**config.mk**
```make
export PLATFORM = sky130hd
export DESIGN_NAME = seq_detector_param
export DESIGN_NICKNAME = d
export VERILOG_FILES = /design/src/rtl/seq_det_pkg.sv /design/src/rtl/seq_det_sat_cnt.sv /design/src/rtl/seq_detector_param.sv
export SDC_FILE = /design/constraint.sdc
export NUM_CORES = 1
export LEC_CHECK = 0
export CORE_MARGIN = 2
export CORE_UTILIZATION = 40
export CTS_CLUSTER_SIZE = 12
export DETAILED_ROUTE_END_ITERATION = 10
export GPL_ROUTABILITY_DRIVEN = 0
export PLACE_DENSITY_LB_ADDON = 0.05
export SKIP_LAST_GASP = 1
export SYNTH_ARGS = -nofsm -noshare
export SYNTH_HDL_FRONTEND = slang
export SYNTH_HIERARCHICAL = 1
export SYNTH_SLANG_ARGS = --single-unit
```
**constraint.sdc**
```tcl
create_clock -name clk -period 1.48 [get_ports clk]
set_input_delay 0.222 -clock clk [delete_from_list [all_inputs] [get_ports clk]]
set_output_delay 0.222 -clock clk [all_outputs]
set_load 0.02 [all_outputs]
```
**src/rtl/seq_det_pkg.sv**
```systemverilog
// seq_det_pkg: shared defaults and the fill-counter width helper for seq_detector_param
package seq_det_pkg;
  localparam int SEQ_DET_PAT_LEN_DEF = 4;
  localparam logic [3:0] SEQ_DET_PAT_DEF = 4'b1011;
  localparam int SEQ_DET_CNT_W_DEF = 8;
  function automatic int seq_det_fill_w(input int pat_len);
    return $clog2(pat_len);
  endfunction
endpackage

```
**src/rtl/seq_det_sat_cnt.sv**
```systemverilog
// seq_det_sat_cnt: saturating up-counter, clear beats increment
module seq_det_sat_cnt #(
  parameter int W = 8
) (
  input  logic         clk,
  input  logic         reset,
  input  logic         clr,
  input  logic         inc,
  output logic [W-1:0] cnt
);
  always_ff @(posedge clk)
    if (reset || clr) cnt <= '0;
    else if (inc && cnt != '1) cnt <= cnt + 1'b1;
endmodule

```
**src/rtl/seq_detector_param.sv**
```systemverilog
// seq_detector_param: programmable Mealy pattern detector; SEQ_DET_CNT_EN builds the match counter
module seq_detector_param
  import seq_det_pkg::*;
#(
  parameter int                 PAT_LEN         = SEQ_DET_PAT_LEN_DEF,
  parameter logic [PAT_LEN-1:0] PAT_DEFAULT     = PAT_LEN'(SEQ_DET_PAT_DEF),
  parameter logic               OVERLAP_DEFAULT = 1'b1,
  parameter int                 CNT_W           = SEQ_DET_CNT_W_DEF
) (
  input  logic               clk,
  input  logic               reset,
  input  logic               x,
  input  logic               in_valid,
  input  logic               cfg_we,
  input  logic [PAT_LEN-1:0] cfg_pattern,
  input  logic               cfg_overlap,
  input  logic               cnt_clr,
  output logic               z,
  output logic [CNT_W-1:0]   match_count
);
  localparam int FW = seq_det_fill_w(PAT_LEN);
  localparam logic [FW-1:0] FULL = FW'(PAT_LEN - 1);
  logic [PAT_LEN-2:0] win;
  logic [FW-1:0]      fill;
  logic [PAT_LEN-1:0] pat;
  logic [PAT_LEN-1:0] cat;
  logic               ovl;
  assign cat = {win, x};
  assign z = in_valid & ~cfg_we & (fill == FULL) & (cat == pat);
  // non-overlapping mode restarts the fill so matched bits cannot be reused
  always_ff @(posedge clk)
    if (reset) begin
      win  <= '0;
      fill <= '0;
      pat  <= PAT_DEFAULT;
      ovl  <= OVERLAP_DEFAULT;
    end else if (cfg_we) begin
      win  <= '0;
      fill <= '0;
      pat  <= cfg_pattern;
      ovl  <= cfg_overlap;
    end else if (in_valid) begin
      win  <= cat[PAT_LEN-2:0];
      fill <= (z && !ovl) ? '0 : (fill == FULL) ? fill : fill + 1'b1;
    end
`ifdef SEQ_DET_CNT_EN
  seq_det_sat_cnt #(.W(CNT_W)) u_cnt (
    .clk  (clk),
    .reset(reset),
    .clr  (cnt_clr),
    .inc  (z),
    .cnt  (match_count)
  );
`else
  logic unused_cnt_clr;
  assign unused_cnt_clr = cnt_clr;
  assign match_count = '0;
`endif
endmodule

```
==> impl_metrics.tcl <==
set metrics [dict create \
    critPathRequiredTime_ps 1690 \
    via_count 426 \
    ff2ff_path_depth 5 \
    drc_errors 0 \
    fp.dieW_um 40.8 \
    grt.overflow.total 0 \
    dpl_worst_slack_ps -538 \
    final_common_cell "buf_4" \
    start_util_pct 42.2 \
    final_cell_mix "12 x buf_4, 8 x conb_1, 8 x clkdlybuf4s50_1, 6 x dfxtp_1, 5 x nor2b_1" \
    layout_min_cycle_time_ps 1420 \
    skew_ps 4.60 \
    yosysWarnings 6 \
    min-delay-start "x" \
    cp_data_arrival_time_ps 1630 \
    nNetsFinal 92 \
    synthToLayoutAreaGrowth_pct 36.3 \
    ant_nets 0 \
    slew_viol_final 0 \
    cts_tree "built" \
    hold_end "win[0]$_SDFFE_PP0P_" \
    io_buffers 10 \
    path_class "in -> reg" \
    core_area_sq_mm 0.00128 \
    ir_drop_uv 342 \
    ys_seq_area_share_pct 37.0 \
    grt_pass1_vias 323 \
    clkTransAtPathRegs_ps 70 \
    yosys.area.top_type "dfxtp_1" \
    worst_r2r_endpoint "fill[1]$_SDFFE_PP0P_" \
    p_leak_uw 0.000327 \
    synth_area_leaders "dfxtp_1 37%, buf_4 11%, mux2i_1 7.4%" \
    avgRoutedWirePerCell_um 10.0 \
    dp_hpwl_um 703 \
    drt-pass1-iter-count 2 \
    critPathMaxFanout 14 \
    clock_latency_ps 260 \
    status "finished clean" \
    maxClockFrequency_mhz 703 \
    syn-cell-area_sq_um 542 \
    n_antenna_cell 0 \
    min_period_over_period_pct 96.1 \
    ios 20 \
    clk_path_buf_depth 2 \
    rsz0062_at_grt "true" \
    drive_above_1_share_pct 30.8 \
    fin_ws_ps 57.9 \
    cts_buffers 3 \
    powerDensity_mw_per_mm2 806 \
    cap_violations 0 \
    start_kind "primary input" \
    grt_pass1_wl_um 1340 \
    cts-root-buf "clkbuf_4" \
    grt_max_degree 15 \
    ys_ff_latch 10 \
    final.setup.tns_ps 0 \
    hold_path_class "in -> reg" \
    r2r_setup_slack_ps 120 \
    htreeDepth 1 \
    whs_path_depth 3 \
    power_uw 595 \
    wirelength_um 931 \
    cts_sinks 10 \
    antenna_found_initial 0 \
    die_h_um 40.8 \
    syn-instance-count 58 \
    synth_top_area_share_pct 37.0 \
    track_usage_pct 12.8 \
    ys_types 21 \
    vias_per_cell 4.58 \
    finalSetupViolations 0 \
    holdBufCountCts 0 \
    critPathCaptureType "flip-flop" \
    synth_area_per_cell_sq_um 9.34 \
    r2r-start "win[2]$_SDFFE_PP0P_" \
    hold_viol 0 \
    die_area_sq_mm 0.00166 \
    initialDrtViolationCount 1 \
    row_count 13 \
]
==> cells by family after synthesis <==
kind of cell,share of synthesized area (%)
buffers and inverters,15.5
AND/OR/NAND/NOR,20.1
XOR/XNOR,6.47
other,0.692
adder cells (fa/ha/maj),2.31
flip-flops,37.0
multiplexers,7.39
AO/OA/AOI/OAI,10.6
==> layout make-up <==
| cell class | count | area (sq um) |
|---|---|---|
| Inverter | 1 | 3.75 |
| Multi-Input combinational cell | 43 | 309 |
| Clock buffer | 3 | 22.5 |
| Tap cell | 15 | 18.8 |
| Timing Repair Buffer | 21 | 179 |
| Fill cell | 131 | 547 |
| Sequential cell | 10 | 205 |
==> power breakdown <==
group	leakage, uW	total (uW)	switching, uW	internal, uW
clock	0.0000138	187	93.4	93.8
sequential	0.0000832	291	8.71	282
combinational	0.000230	117	55.1	61.6
total	0.000327	595	157	438
==> per-layer routing <==
metal / part of all wire, % / vias up / track usage [%]
li1: - / 228 / -
met1: 48 / 185 / 14.5
met2: 46 / 11 / 20.3
met3: 4.5 / 2 / 3.26
met4: 1.5 / 0 / 10.0
met5: 0 / - / 0
==> Yosys cell counts <==
cell type and count:
a211o_1 4, buf_4 8, buf_6 1, clkbuf_1 1, clkbuf_2 1, conb_1 1, dfxtp_1 10, ha_1 1
inv_1 1, mux2i_1 4, nand2_1 1, nand2_4 1, nand3_1 3, nand3b_1 1, nor2_1 2, nor2b_1 5
nor3_1 5, o21ai_1 1, o311ai_0 2, or4_1 1, xnor2_1 4
==> worst max-delay path, cell delays in order <==
cell and delay [ps]:
clkdlybuf4s50_1 420, buf_4 200, nor2_1 240, nand2_4 60, or4_1 390, nand3_1 90
==> registers in the layout, summed over array words and instances, names as in the netlist <==
register  cells
pat           4
win           3
fill          2
ovl           1
==> worst max-delay path by stage <==
stage,to,slack (ps),start
3_3_place_gp,z,-540,x
2_1_floorplan,z,170,win[1]$_SDFFE_PP0P_
4_1_cts,z,0.2,win[0]$_SDFFE_PP0P_
6_report,fill[1]$_SDFFE_PP0P_,60,cfg_we
5_1_grt,z,-20,win[1]$_SDFFE_PP0P_
3_5_place_dp,z,-540,x
==> what timing repair did <==
action | in CTS | in global routing
buffers inserted | 0 | 1
pin swaps | 4 | 4
gates resized for setup | 10 | 5
hold endpoints to repair | 0 | 0
endpoints found under the setup margin | 1 | 1
==> stage by stage <==
stage,std cells,area [sq um],hold slack (ps),util (%)
floorplan,65,568,340,-
global placement,89,682,506,53.1
detailed placement,89,682,515,53.1
CTS,92,713,429,55.5
global route,93,738,442,57.4
finish,93,738,439,57.4
Power figures use the tool's default switching activity.
==> patch, RTL diff (config.mk and constraints unchanged) <==
Make the reset (`reset`) asynchronous in one clocked block.
--- a/src/rtl/seq_detector_param.sv
+++ b/src/rtl/seq_detector_param.sv
@@ -28,7 +28,7 @@
   assign cat = {win, x};
   assign z = in_valid & ~cfg_we & (fill == FULL) & (cat == pat);
   // non-overlapping mode restarts the fill so matched bits cannot be reused
-  always_ff @(posedge clk)
+  always_ff @(posedge clk or posedge reset)
     if (reset) begin
       win  <= '0;
       fill <= '0;
Function: differs if reset is asserted again (counterexample within 4 cycles, from zero or initial values and one cycle with reset high); with reset held inactive, the same outputs for 10 cycles.
==> patch against the unedited design <==
The run now ends with setup timing left. Synthesized cell count fell by 14%. Sequential cell count did not move. Routed wire length rose by 6.4%. Design area rose by 1.4%. Synthesized area rose by 3.5%. Fmax fell by 7.0%. Via count fell by 10%. Total power rose by 18%. Hold slack got worse by 210 ps. Setup slack got worse by 110 ps. Critical path type is now register to output port. Highest routed layer unchanged.
==> patch: results (changes against the unedited design) <==
* Fraction of registers with async set or reset after synthesis: 100.0% (+100 points)
- The setup TNS is -48.59 ps (-48.59 ps).
- Count of buffers from port buffering: 10 (unchanged)
* 1st-iter DRT viols: 0 (-1)
* Yosys warnings: 6 (unchanged)
- The total routing usage reported by global routing came to 13.65% (+0.81 points).
- The largest clock skew in the final design came to 1.433 ps (-3.166 ps).
- Longest Clk Path Bufs: 2 (unchanged)
- The number of H-tree levels came to 1 (unchanged).
* VDD IR max: 0.4631 mV (+35%)
- Via count of the first global-routing pass: 424 (+31%)
- Number of vias after detailed routing: 383 (-10%)
- The number of search-and-repair iterations in the first detailed-routing pass is 1 (-1).
* Violations in the final reports: setup timing
* Final HPWL from detailed placement: 784.9 µm (+12%)
- Met1 track demand over resource: 12.36% (-2.1 points)
- The met2 capacity usage during global routing is 25.00% (+4.7 points).
* CP Max Fanout: 2 (-12)
- Clock tree synthesis selected as its root buffer the cell sky130_fd_sc_hd__clkbuf_4.
- The largest registers in the layout are pat x4, win x3, fill x2.
* Count of final setup violators: 1 (+1)
- The total wirelength of the detailed-routed design is 991 µm (+6.4%).
* Sequential area share after synthesis: 45.54% (+8.6 points)
- Unique masters post-synth: 17 (-19%)
* Largest net degree at the start of global routing: 12 (-3)
- # nets final: 83 (-9.8%)
- The initial antenna violation count was 0 (unchanged).
* Antenna cell count: 0 (unchanged)
- By count the netlist is led by sky130_fd_sc_hd__buf_4, sky130_fd_sc_hd__dfrtp_1, sky130_fd_sc_hd__mux2_2, sky130_fd_sc_hd__nor2_1, sky130_fd_sc_hd__xnor2_1.
- Number of filler cells placed in the layout: 115 (-12%)
- First-pass GRT wire length: 1725 µm (+29%)
- Minimum setup slack in the final design: -48.59 ps (-106.5 ps)
- The CTS buffer count came to 3 (unchanged).
- The later-pin clock latency in the skew report came to 260 ps (about the same).
- Remaining antenna violation count after routing: 0 (unchanged)
- Clock-pin slew was measured on the worst setup and hold paths at 60 ps.
* Leak pwr: 0.3435 nW (+4.9%)
* Worst hold path type: input port to asynchronous set/reset pin
- Count of flip-flops with a built-in enable after synthesis: 0 (unchanged)
- For this run, the leading register cell type out of synthesis is sky130_fd_sc_hd__dfrtp_1.
- Setup bufs post-CTS: 0 (unchanged)
- The share of cells above drive strength 1 came to 35.71% (+4.9 points).
- CP arrival: 1310 ps (-320 ps)
* Top area cells in the synthesized netlist: sky130_fd_sc_hd__dfrtp_1, sky130_fd_sc_hd__dfstp_2, sky130_fd_sc_hd__buf_4
* Status: complete, but fails checks
- The routing usage on met3 was 4.348% (+1.1 points).
patch: cell types whose count changed in the layout (fill, tap and decap cells not counted), sizes merged, moves of 3 or more:
| cell | before | now |
|---|---|---|
| nor2b | 5 | 0 |
| dfxtp | 10 | 0 |
| a211o | 4 | 0 |
| dfrtp | 0 | 6 |
| mux2 | 0 | 5 |
| dfstp | 0 | 4 |
| nor2 | 2 | 5 |
| nor3 | 5 | 2 |
patch: through the flow:
stage | cell area [µm²] | hold WS (ps) | std cells | setup WS (ps)
6_report | 748.2 | 227.6 | 85 | -48.59
3_3_place_gp | 703.2 | 512.6 | 81 | -409.8
2_1_floorplan | 586.8 | 59.32 | 57 | 162.7
4_1_cts | 748.2 | 231.5 | 85 | -69.80
3_5_place_dp | 703.2 | 524.2 | 81 | -426.3
5_1_grt | 748.2 | 257.6 | 85 | -175.7
patch: area by class of cell:
class | count | share of cell area [%]
multi-input cells | 35 | 35.45
flip-flops and latches | 10 | 34.11
repair buffers | 19 | 22.07
clock buffers | 4 | 4.849
well taps | 15 | 2.508
inverters | 2 | 1.003
patch: power breakdown:
part	leakage [nW]	total (mW)	switching, mW	internal [mW]
clock	0.0210	0.240	0.0908	0.149
sequential	0.121	0.322	0.0173	0.304
combinational	0.201	0.139	0.0633	0.0758
patch: worst paths after layout:
path	start	end	slack, ps	depth (start not counted)
max	pat[3]	z	-50	4
min	reset	fill[0]	230	2
max reg2reg	pat[0]	fill[1]	20	5
min reg2reg	fill[1]	fill[1]	560	2
max in group asynchronous	reset	pat[3]	950	2
min in group clk	fill[1]	fill[1]	560	2
patch: timing repair:
item                       4_1_cts  5_1_grt
setup endpoints to repair        2        2
hold buffers                     0        0
gates resized for setup          6        0
pin swaps                        2        1
patch: cell families (layout without fill, tap and decap cells):
kind of cell,Yosys count,after routing,synth area share [%]
AOI/OAI and AO/OA,1,1,2.903
xor gates and xnor gates,5,5,7.812
adders and majority gates,1,1,2.232
buffers and inverters,12,25,13.84
DFF,10,10,45.53
muxes,9,9,17.19
other,1,8,0.6690
and+or+nand+nor,11,11,9.821
patch: critical path: stages, from the launching register on:
cell                       delay (ps)
sky130_fd_sc_hd__dfstp_2          540
sky130_fd_sc_hd__xnor2_1          120
sky130_fd_sc_hd__nand4b_1         130
sky130_fd_sc_hd__nor2_1           110
sky130_fd_sc_hd__buf_4            150
patch: layer usage:
metal	up-vias	wire [µm]
li1	188	-
met3	4	55
met2	14	516
met4	0	36
met1	177	383
met5	-	0
